`src/rtl/qed_issue_sequencer.sv`:
```
// qed_issue_sequencer: issues originals into a replay buffer, then replays them as duplicates.
// Optional idle NOP issue is enabled by defining QED_NOP_FILL_EN.
module qed_issue_sequencer #(
   parameter int DEPTH = 4,
   parameter int WIDTH = 32
) (
   input  logic                       clk,
   input  logic                       rst,
   input  logic [WIDTH-1:0]           ifu_instruction,
   input  logic                       ifu_valid,
   output logic                       ifu_ready,
   input  logic                       exec_dup,
   input  logic                       stall,
   output logic [WIDTH-1:0]           qic_qimux_instruction,
   output logic                       qed_dup,
   output logic                       qed_valid,
   output logic [$clog2(DEPTH):0]     qed_count
);
   localparam int AW = $clog2(DEPTH);
   localparam int CW = AW + 1;
   localparam logic [WIDTH-1:0] NOP = WIDTH'(32'h0000_0013);
   typedef enum logic {ORIG, DUP} state_t;
   state_t state, state_nxt;
   logic [WIDTH-1:0] mem [DEPTH];
   logic [AW-1:0] wr_ptr, rd_ptr;
   logic [CW-1:0] count, count_nxt;
   logic push, pop, fill, to_dup;
   logic valid_nxt, dup_nxt;
   logic [WIDTH-1:0] instr_nxt;
   assign ifu_ready = (state == ORIG) && !stall && (count < CW'(DEPTH));
   assign push      = ifu_valid && ifu_ready;
   assign pop       = (state == DUP) && !stall && (count != '0);
   assign count_nxt = count + CW'(push) - CW'(pop);
   assign qed_count = count;
`ifdef QED_NOP_FILL_EN
   assign fill = (state == ORIG) && !push;
`else
   assign fill = 1'b0;
`endif
   // exec_dup only counts when something (including a same-cycle push) is buffered
   assign to_dup = (count_nxt == CW'(DEPTH)) || (exec_dup && !stall && count_nxt != '0);
   always_ff @(posedge clk or posedge rst) begin
      if (rst) state <= ORIG;
      else     state <= state_nxt;
   end
   always_comb begin
      state_nxt = (state == ORIG) ? (to_dup ? DUP : ORIG) : ((pop && count_nxt == '0) ? ORIG : DUP);
   end
   always_comb begin
      valid_nxt = push || pop || fill;
      dup_nxt   = pop;
      instr_nxt = push ? ifu_instruction : (pop ? mem[rd_ptr] : NOP);
   end
   always_ff @(posedge clk) begin
      if (push) mem[wr_ptr] <= ifu_instruction;
   end
   always_ff @(posedge clk or posedge rst) begin
      if (rst) begin
         wr_ptr                <= '0;
         rd_ptr                <= '0;
         count                 <= '0;
         qed_valid             <= 1'b0;
         qed_dup               <= 1'b0;
         qic_qimux_instruction <= NOP;
      end else if (!stall) begin
         wr_ptr                <= wr_ptr + AW'(push);
         rd_ptr                <= rd_ptr + AW'(pop);
         count                 <= count_nxt;
         qed_valid             <= valid_nxt;
         qed_dup               <= dup_nxt;
         qic_qimux_instruction <= instr_nxt;
      end
   end
endmodule

```
`config.mk`:
```
export PLATFORM = sky130hd
export DESIGN_NAME = qed_issue_sequencer
export DESIGN_NICKNAME = d
export VERILOG_FILES = /design/src/rtl/qed_issue_sequencer.sv
export SDC_FILE = /design/constraint.sdc
export NUM_CORES = 1
export LEC_CHECK = 0
export ABC_AREA = 1
export BUFFER_PORTS_ARGS = -buffer_cell sky130_fd_sc_hd__buf_4
export CAP_MARGIN = 20
export CORE_MARGIN = 1
export CORE_UTILIZATION = 40
export CTS_BUF_LIST = sky130_fd_sc_hd__clkbuf_8
export CTS_CLUSTER_DIAMETER = 40
export CTS_CLUSTER_SIZE = 30
export DETAILED_ROUTE_END_ITERATION = 10
export GPL_TIMING_DRIVEN = 0
export PLACE_DENSITY = 0.62
export SYNTH_ARGS = -nofsm -noshare
export SYNTH_HDL_FRONTEND = slang
export SYNTH_SLANG_ARGS = --single-unit
```
`constraint.sdc`:
```
create_clock -name clk -period 3.3 [get_ports clk]
set_input_delay 0.99 -clock clk [delete_from_list [all_inputs] [get_ports clk]]
set_output_delay 0.99 -clock clk [all_outputs]
set_load 0.01 [all_outputs]
```
==> results of run 1 <==
==> power groups by stage <==
stage,logic [mW],clock network [mW],registers (mW)
after floorplan,1.16,0,2.80
after global placement,1.96,0,2.74
after detailed placement,2.04,0,2.75
after CTS,2.05,1.42,2.70
after global routing,2.24,1.50,2.73
final,2.02,1.40,2.70
==> final cells by class <==
cell class,count,area share (%)
Buffer,31,2.433
Inverter,24,1.096
Sequential cell,170,58.79
Tap cell,220,3.304
Clock inverter,15,1.652
Multi-Input combinational cell,405,21.25
Clock buffer,17,2.808
Timing Repair Buffer,87,8.665
==> through the flow <==
| stage | area [sq um] | hold slack (ns) | total power, mW | setup TNS (ns) | setup slack [ns] |
|---|---|---|---|---|---|
| 6_report | 8332 | 0.4769 | 6.121 | 0 | 0.7548 |
| 5_1_grt | 8332 | 0.4805 | 6.477 | 0 | 0.5958 |
| 4_1_cts | 8332 | 0.4720 | 6.176 | 0 | 0.7619 |
| 3_5_place_dp | 7960 | 0.4634 | 4.788 | 0 | 0.2554 |
| 3_3_place_gp | 7766 | 0.4612 | 4.694 | -326.26 | -2.643 |
| 2_1_floorplan | 6943 | 0.4736 | 3.960 | -111.81 | -0.8735 |
==> cell families (layout without fill, tap and decap cells) <==
family	Yosys count	count (layout)
adders and majority gates	6	6
AOI/OAI and AO/OA	64	64
buffers and inverters	55	174
DFF	170	170
and+or+nand+nor	333	333
xor gates and xnor gates	2	2
==> how the worst max path moves through the flow <==
stage / start / endpoint / slack [ns] / depth (start not counted)
after floorplan: stall / mem[0][0] / -0.87 / 4
after global placement: stall / mem[3][12] / -2.64 / 4
after detailed placement: stall / state / 0.26 / 15
after CTS: stall / state / 0.76 / 15
after global routing: stall / state / 0.60 / 15
final: stall / state / 0.75 / 15
==> critical path, delay by kind of cell <==
family        cells  cell delay (ns)
fa+ha+maj         3             0.87
simple gates      8             0.77
buf+inv           4             0.28
==> routing by layer <==
metal	wire length, microns	up-vias
li1	-	2318
met1	7218	2320
met2	7562	141
met3	818	15
met4	200	0
met5	0	-
==> placed cells by master, fill, tap and decap left out, drive strengths merged <==
master and count:
buf 106, nor2 32, ha 5, clkinv 9
dfstp 3, xor2 2, edfxtp 128, dfrtp 39
inv 25, bufinv 2, nand4 3, fa 1
clkinvlp 3, nand3 38, o21ai 64, clkbuf 29
nor3 5, nand2 255
==> registers in the layout, indices dropped and copies added (netlist names) <==
signal	flops
qic_qimux_instruction	32
wr_ptr	2
qed_count	3
rd_ptr	2
mem	128
qed_dup	1
qed_valid	1
state	1
==> summary.txt, run 1 <==
Final #Nets - 779
# port buffers - 73
Fmax - 392.9 MHz
Sequential area share after synthesis - 70.55%
Diode count - 0
Wire per inst - 16.30 microns
Sink Count - 170
Post-Synth Simple-Gate Area - 19.16%
Main combinational cell family by area after synthesis - simple AND/OR/NAND/NOR gates
Minimum clock period - 2.545 ns
Synth Register Bits - 170
Vias per cell - 4.947
Die span in x - 133.7 microns
Critical Path Most Common Cell - nand2_1
Largest net degree at the start of global routing - 32
Cts bufs inserted - 17
Detailed placer's ending HPWL - 10.80 mm
First-pass GRT wire length - 24.59 mm
Final Util - 49.71%
# setup viols final - 0
GR Util met3 - 4.224%
Worst-path clk slew - 0.09 ns
Initial Util - 41.43%
FF/Latch Area - 0.004898 sq mm
Least-Margin Pin Slew - 0.8144 ns
Post-Syn Area - 0.006943 sq mm
Area leader, netlist - edfxtp_1
Ys Warns - 0
Clock power share - 22.9%
Die area - 0.01789 sq mm
GRT Util Overall - 18.45%
Gate Count Post-Synth - 630
Synth cell count leaders - 253 x nand2_1, 128 x edfxtp_1, 39 x dfrtp_1, 39 x o21ai_0, 38 x nand3_1
Cell Rows - 47
Met1 Use GR - 24.60%
Peak VDD IR - 358.1 uV
Clock Skews - 0.01808 ns
Total gr overflow - 0
Xor and xnor area share after synthesis - 0.2523%
Post-Synth Adder-Cell Area - 1.189%
FF-to-FF setup slack - 0.94 ns
Most frequent cell after synthesis - nand2_1
Outcome - complete, no violations
Pins Over Slew Limit - 0
Crit. End Element - flip-flop
Syn Area/Cell - 11.02 sq um
Hold buffers post-CTS - 0
H-Tree Depth - 4
Synth unique cells - 25
DRC viols - 0
GPL Wtd Cong - 0.7977
Vias in the first global route - 4602
Layout area overhead - 20.00%
Logic pwr share - 33.0%
CTS tree - built
Core Area - 0.01676 sq mm
Seq pwr share - 44.1%
Fraction of synthesized area in multiplexers - 0%
RSZ-0062 raised after global routing - no
I/O pins - 75
Antenna-violating nets left - 0
Worst Path Class, Setup - in -> reg
Final WL - 15.80 mm
PwrDens - 734.6 mW/mm^2
FF-to-FF End - state
Relative slew margins - 45.41%
Asr flop ratio synth - 24.71%
Pint - 3.966 mW
Initial antenna violation count - 0
Most common flop cell mapped by yosys - edfxtp_1
Cells after DPL - 937
Worst path cell trace - buf_6 -> nor3_4 -> nand2_2 -> ha_1 -> ha_1 -> inv_1 -> fa_1 -> inv_1 -> nand2_1 -> nand2_1 -> nand2_1 -> nand2_1 -> nand3_1 -> nand2_1 -> inv_1
Met2 usage - 29.45%
Share of cells above drive strength 1 - 19.76%
First-pass iteration count of the detailed router - 4
Switching pwr - 2.155 mW
Detailed Route Iter0 Violations - 376
Fillers - 1538
Switching Fraction - 35.20%
Worst setup SP type - primary input
Post-synth EDFFs - 128
Clk Latency, worst-skew pair - 0.47 ns
Top cell type's share of synthesized area - 55.36%
Mapped Nets - 673
Busiest grt layer - met2
Die Y - 133.7 microns
Multi-input gate area - 0.001770 sq mm
P_leak - 3.455 nW
Layout Cells excl Fill - 969
Crit path arrival time - 2.91 ns
Max_cap viols - 0
Synth Area in Compound Gates - 4.613%
Critical path's largest stage delay - 0.39 ns
CTS root buffer - clkbuf_8
Number of gates resized after cts - 0
R2r startpoint - qed_count[2]
Worst reg2reg path depth - 14
Ranking of synthesized cells by area - edfxtp_1 55%, dfrtp_1 14%, nand2_1 14%
Slowest-stage cell, CP - fa_1
CTS Buffer Depth - 2
Max FO, Critical Path - 9
Hold Path Class - in -> async
Worst Path Required - 3.66 ns
Final Hold Fails - 0
Post-CTS setup buffer count - 0
Final cycle utilization of the critical path - 77.13%
Via count - 4794
Note: power is estimated with default switching activity, not from simulation.
==> run 2, diff against run 1 <==
Settings changed: PLACE_DENSITY 0.62 to 0.6.
Clock period 3.3 ns to 2.5 ns, I/O delays scaled along.
==> run 2 against run 1 <==
Hold slack worse by 0.097 ns. Final area grew 1.7%. Routed wire length is 1.8% lower. Cell count down 0.52%. Clock skew is 0.0068 ns lower. Worst setup slack got worse by 0.55 ns. Via count is 1.2% lower. Largest power group unchanged. Highest routed layer unchanged.
==> summary.txt, run 2 (same netlist as run 1, synthesis figures left out) <==
Final WL - 15.52 mm (-1.8%)
GPL Wtd Cong - 0.7680 (-3.7%)
Setup TNS - 0 ns (unchanged)
Crit path arrival time - 2.65 ns (-0.26 ns)
# setup viols final - 0 (unchanged)
FF-to-FF End - state
Worst Path Required - 2.86 ns (-0.80 ns)
# port buffers - 73 (unchanged)
Fmax - 436.2 MHz
Worst setup SP type - flip-flop
Most common cell after layout, fill and taps aside - nand2_1
Minimum clock period - 2.293 ns
Total gr overflow - 0 (unchanged)
Cell Rows - 47 (unchanged)
CTS root buffer - clkbuf_8
Clock Skews - 0.01126 ns (-0.006820 ns)
Die span in x - 133.7 microns (unchanged)
Cells after DPL - 932 (-0.53%)
Core Area - 0.01676 sq mm (unchanged)
Max FO, Critical Path - 7 (-2)
Least-Margin Pin Slew - 0.6632 ns (-0.1511 ns)
Layout area overhead - 22.09%
Die Y - 133.7 microns (unchanged)
RSZ-0062 raised after global routing - no
Cts bufs inserted - 17 (unchanged)
Final cycle utilization of the critical path - 91.70%
Critical path's largest stage delay - 0.52 ns (+0.13 ns)
WP buf/inv - 3 (-1)
Detailed placer's ending HPWL - 10.27 mm (-4.9%)
Detailed Route Iter0 Violations - 364 (-3.2%)
Peak VDD IR - 473.1 uV (+32%)
Worst-path clk slew - 0.09 ns (about the same)
CTS tree - built
Total Power - 8.309 mW (+36%)
P_leak - 3.502 nW (+1.4%)
Worst reg2reg path depth - 11 (-3)
Worst Setup SP - qed_count[2]
Vias in the first global route - 4686 (+1.8%)
Multi-input gate area - 0.001828 sq mm (+3.3%)
Layout Cells excl Fill - 964 (-0.52%)
Clk Latency, worst-skew pair - 0.45 ns (-0.02 ns)
Relative slew margins - 55.64% (+10 points)
Final Hold Fails - 0 (unchanged)
Crit path capture - state
Sink Count - 170 (unchanged)
H-Tree Depth - 4 (unchanged)
Stages on the worst setup path - 11 (-4)
Initial Util - 41.43% (unchanged)
DRC viols - 0 (unchanged)
FF-to-FF setup slack - 0.21 ns (-0.73 ns)
PwrDens - 980.3 mW/mm^2 (+33%)
Number of gates resized after cts - 0 (unchanged)
Final #Nets - 774 (-0.64%)
R2r startpoint - qed_count[2]
Slowest-stage cell, CP - fa_2
Initial antenna violation count - 0 (unchanged)
Max_cap viols - 0 (unchanged)
Worst path cell trace - nor3_4 -> nand2_4 -> ha_4 -> ha_4 -> inv_2 -> fa_2 -> nand2_1 -> inv_1 -> nand3_1 -> nand2_1 -> inv_1
Die area - 0.01789 sq mm (unchanged)
Register with the most flip-flops - mem
Share of cells above drive strength 1 - 19.89% (+0.13 points)
Max FFs per register - 128 (unchanged)
Worst Path Class, Setup - reg -> reg
GRT Util Overall - 18.57% (+0.11 points)
Fillers - 1510 (-1.8%)
Wire per inst - 16.10 microns (-1.3%)
First-pass GRT wire length - 24.90 mm (+1.3%)
Outcome - complete, no violations
Crit path max-delay family - adder cells
Diode count - 0 (unchanged)
Hold Path Class - in -> async
I/O pins - 75 (unchanged)
Hold buffers post-CTS - 0 (unchanged)
Antenna-violating nets left - 0 (unchanged)
Vias per cell - 4.915 (-0.66%)
Pins Over Slew Limit - 0 (unchanged)
Most frequent cells in the layout - 253 x nand2_1, 128 x edfxtp_1, 76 x buf_4
First-pass iteration count of the detailed router - 4 (unchanged)
Crit. End Element - flip-flop
CTS Buffer Depth - 2 (unchanged)
Via count - 4738 (-1.2%)
FF/Latch Area - 0.004898 sq mm (unchanged)
Largest net degree at the start of global routing - 24 (-25%)
Post-CTS setup buffer count - 0 (unchanged)
-- run 2: worst min-delay path by stage --
stage | startpoint | to | slack (ns)
global route | rst | qic_qimux_instruction[11] | 0.40
CTS | rst | qic_qimux_instruction[10] | 0.38
global placement | qic_qimux_instruction[1] | qic_qimux_instruction[1] | 0.46
detailed placement | qic_qimux_instruction[1] | qic_qimux_instruction[1] | 0.46
floorplan | qic_qimux_instruction[0] | qic_qimux_instruction[0] | 0.47
finish | rst | qic_qimux_instruction[10] | 0.38
-- run 2: where the power goes --
group / switching, mW / internal, mW / leakage [nW]
Clock: 0.978 / 1.07 / 0.217
Sequential: 0.230 / 3.34 / 1.68
Combinational: 1.64 / 1.04 / 1.61
Total: 2.85 / 5.46 / 3.50
-- run 2: cell type report --
class	count	share of cell area [%]
inverter	24	1.077
buffer	31	2.435
sequential	170	57.79
timing repair buffer	82	8.945
clock inverter	15	2.185
tap	220	3.247
multi-input combinational	405	21.56
clock buffer	17	2.760
-- run 2: metrics by stage --
step	setup WS (ns)	util, %	hold slack (ns)	instance area, sq um
6_report	0.2074	50.58	0.3798	8477
5_1_grt	0.08796	50.58	0.4007	8477
2_1_floorplan	-0.03464	-	0.4736	7024
3_3_place_gp	-0.5463	46.82	0.4615	7848
4_1_cts	0.2260	50.58	0.3757	8477
3_5_place_dp	-0.09819	48.08	0.4583	8058
-- run 2: per-layer routing --
metal  GRT usage (%)  wire (microns)
met1           23.81            6929
met2           31.35            7818
met3           3.653             578
met4           6.439             191
met5               0               0
==> run 3, diff against run 2 <==
Settings changed: CORE_UTILIZATION 40 to 45, PLACE_DENSITY 0.6 to 0.66.
==> run 3 against run 2 <==
The run now ends with design-rule violations left. Die area down 11%. Non-clock buffer count down 2. Cell count down 3.5%. Fmax down 0.12%. Worst setup slack worse by 0.0027 ns. First-iteration DRC count down 30%. Core utilization up 4.4 points. Global-route usage up 1.8 points. Final area down 1.7%. Hold slack worse by 0.045 ns. Combinational power about the same. Critical path type unchanged. Largest cell class unchanged.
==> summary.txt, run 3 (same netlist as run 1, synthesis figures left out) <==
Hold WS - 0.3349 ns (-0.04482 ns)
Relative slew margins - 37.45% (-18 points)
DRC viols - 2 (+2)
Fmax - 435.7 MHz (-0.12%)
Wire per inst - 16.32 microns (+1.4%)
Worst reg2reg path depth - 5 (-6)
Fillers - 1269 (-16%)
Register with the most flip-flops - mem
Die Y - 126.2 microns (-5.6%)
WP buf/inv - 2 (-1)
Least-Margin Pin Slew - 0.9352 ns (+0.2720 ns)
Worst path cell trace - nor3_4 -> nand2_4 -> nor3_4 -> buf_8 -> buf_8
Detailed placer's ending HPWL - 10.21 mm (-0.58%)
Crit path max-delay family - simple AND/OR/NAND/NOR gates
Seq pwr share - 44.1% (+1.1 points)
Total gr overflow - 0 (unchanged)
Antenna-violating nets left - 0 (unchanged)
RSZ-0062 raised after global routing - no
Sink Count - 170 (unchanged)
Max_cap viols - 0 (unchanged)
Final #Nets - 772 (-0.26%)
Cts bufs inserted - 17 (unchanged)
Post-CTS setup buffer count - 0 (unchanged)
Final cycle utilization of the critical path - 91.81% (+0.11 points)
Die area - 0.01593 sq mm (-11%)
Layout area overhead - 20.02%
Hold buffers post-CTS - 0 (unchanged)
Final worst setup slack - 0.2047 ns (-0.002674 ns)
Vias per cell - 5.141 (+4.6%)
Clock Skews - 0.009096 ns (-0.002165 ns)
Most common cell after layout, fill and taps aside - nand2_1
GRT Util Overall - 20.36% (+1.8 points)
Critical path's largest stage delay - 0.70 ns (+0.18 ns)
Worst setup SP type - flip-flop
First-pass iteration count of the detailed router - 8 (+4)
Post-place setup slack - -0.1911 ns (-0.09295 ns)
P_leak - 3.442 nW (-1.7%)
Diode count - 0 (unchanged)
Switching pwr - 2.821 mW (-1.0%)
Logic pwr share - 33.0% (+0.7 points)
Final Hold Fails - 0 (unchanged)
CTS tree - built
Die span in x - 126.2 microns (-5.6%)
Share of cells above drive strength 1 - 19.81% (-0.081 points)
Core Area - 0.01515 sq mm (-9.6%)
Vias in the first global route - 4798 (+2.4%)
Pins Over Slew Limit - 0 (unchanged)
Most frequent cells in the layout - 253 x nand2_1, 128 x edfxtp_1, 76 x buf_4
GPL Wtd Cong - 0.7551 (-1.7%)
CTS Buffer Depth - 2 (unchanged)
CTS root buffer - clkbuf_8
First-pass GRT wire length - 24.45 mm (-1.8%)
Max FO, Critical Path - 15 (+8)
Final WL - 15.18 mm (-2.2%)
# port buffers - 73 (unchanged)
Number of gates resized after cts - 0 (unchanged)
Crit. End Element - flip-flop
Via count - 4781 (+0.91%)
Hold Path Class - in -> async
Clock power share - 22.9% (-1.8 points)
Pint - 5.277 mW (-3.4%)
Cell Rows - 45 (-4.3%)
Stages on the worst setup path - 5 (-6)
Largest net degree at the start of global routing - 24 (unchanged)
I/O pins - 75 (unchanged)
Max FFs per register - 128 (unchanged)
PwrDens - 971.8 mW/mm^2 (-0.87%)
Worst-path clk slew - 0.09 ns (about the same)
H-Tree Depth - 4 (unchanged)
Slowest-stage cell, CP - nor3_4
Worst Path Class, Setup - reg -> reg
Switching Fraction - 34.84% (+0.54 points)
Initial Util - 45.84% (+4.4 points)
Total Power - 8.098 mW (-2.5%)
Detailed Route Iter0 Violations - 253 (-30%)
Failing checks - design-rule violations
Initial antenna violation count - 0 (unchanged)
Outcome - finished, violations left
Minimum clock period - 2.295 ns (+0.002674 ns)
Final Util - 55.02% (+4.4 points)
# setup viols final - 0 (unchanged)
Peak VDD IR - 565.4 uV (+19%)
Crit path arrival time - 2.46 ns (-0.19 ns)
Clk Latency, worst-skew pair - 0.46 ns (about the same)
Worst Path Required - 2.66 ns (-0.20 ns)
run 3: cell types whose count changed in the layout (fill, tap and decap cells not counted), sizes merged:
| cell | previous run | this run |
|---|---|---|
| clkinv | 5 | 10 |
| inv | 27 | 22 |
| buf | 101 | 99 |
| bufinv | 4 | 2 |
| clkbuf | 29 | 30 |
| clkinvlp | 3 | 4 |
run 3: cell type report:
class | instances | area [sq um] | area share, %
buffer | 31 | 206.4 | 2.477
clock buffer | 18 | 247.7 | 2.973
clock inverter | 14 | 130.1 | 1.562
inverter | 24 | 91.34 | 1.096
multi-input combinational | 405 | 1828 | 21.94
sequential | 170 | 4898 | 58.78
tap | 188 | 235.2 | 2.823
timing repair buffer | 80 | 695.7 | 8.348
run 3: worst reg2reg max path, cell delays in order, from the launching register on:
cell and delay (ns):
dfrtp_1 0.47, nor3_4 0.26, nand2_4 0.16, nor3_4 0.71, buf_8 0.25, buf_8 0.16
run 3: path summary, 6_finish.rpt:
check,from,end,slack [ns]
max,qed_count[2],mem[3][25],0.20
min,rst,qic_qimux_instruction[15],0.33
max reg2reg,qed_count[2],mem[3][25],0.20
min reg2reg,qic_qimux_instruction[0],qic_qimux_instruction[0],0.47
max in group asynchronous,rst,qic_qimux_instruction[1],1.56
min in group clk,qic_qimux_instruction[0],qic_qimux_instruction[0],0.47
run 3: stage by stage:
stage	setup TNS, ns	area, sq um	cells
final	0	8333	930
after global routing	0	8333	930
after CTS	0	8333	930
after detailed placement	-4.087	7955	898
after global placement	-62.36	7807	891
after floorplan	-0.03464	7024	630
run 3: routing by layer:
layer  global-route usage [%]  vias to the layer above  share of wire [%]
met5                        0                        -                  0
met1                    25.96                     2360                 44
li1                         -                     2298                  -
met2                    34.77                      106                 51
met3                    4.545                       17                4.0
met4                    6.166                        0                1.2
run 3: power by group through the flow:
| stage | combinational (mW) | clock (mW) | sequential, mW |
|---|---|---|---|
| finish | 2.67 | 1.85 | 3.57 |
| global route | 3.00 | 2.00 | 3.62 |
| CTS | 2.72 | 1.89 | 3.58 |
| detailed placement | 2.70 | 0 | 3.63 |
| global placement | 2.60 | 0 | 3.62 |
| floorplan | 1.57 | 0 | 3.72 |
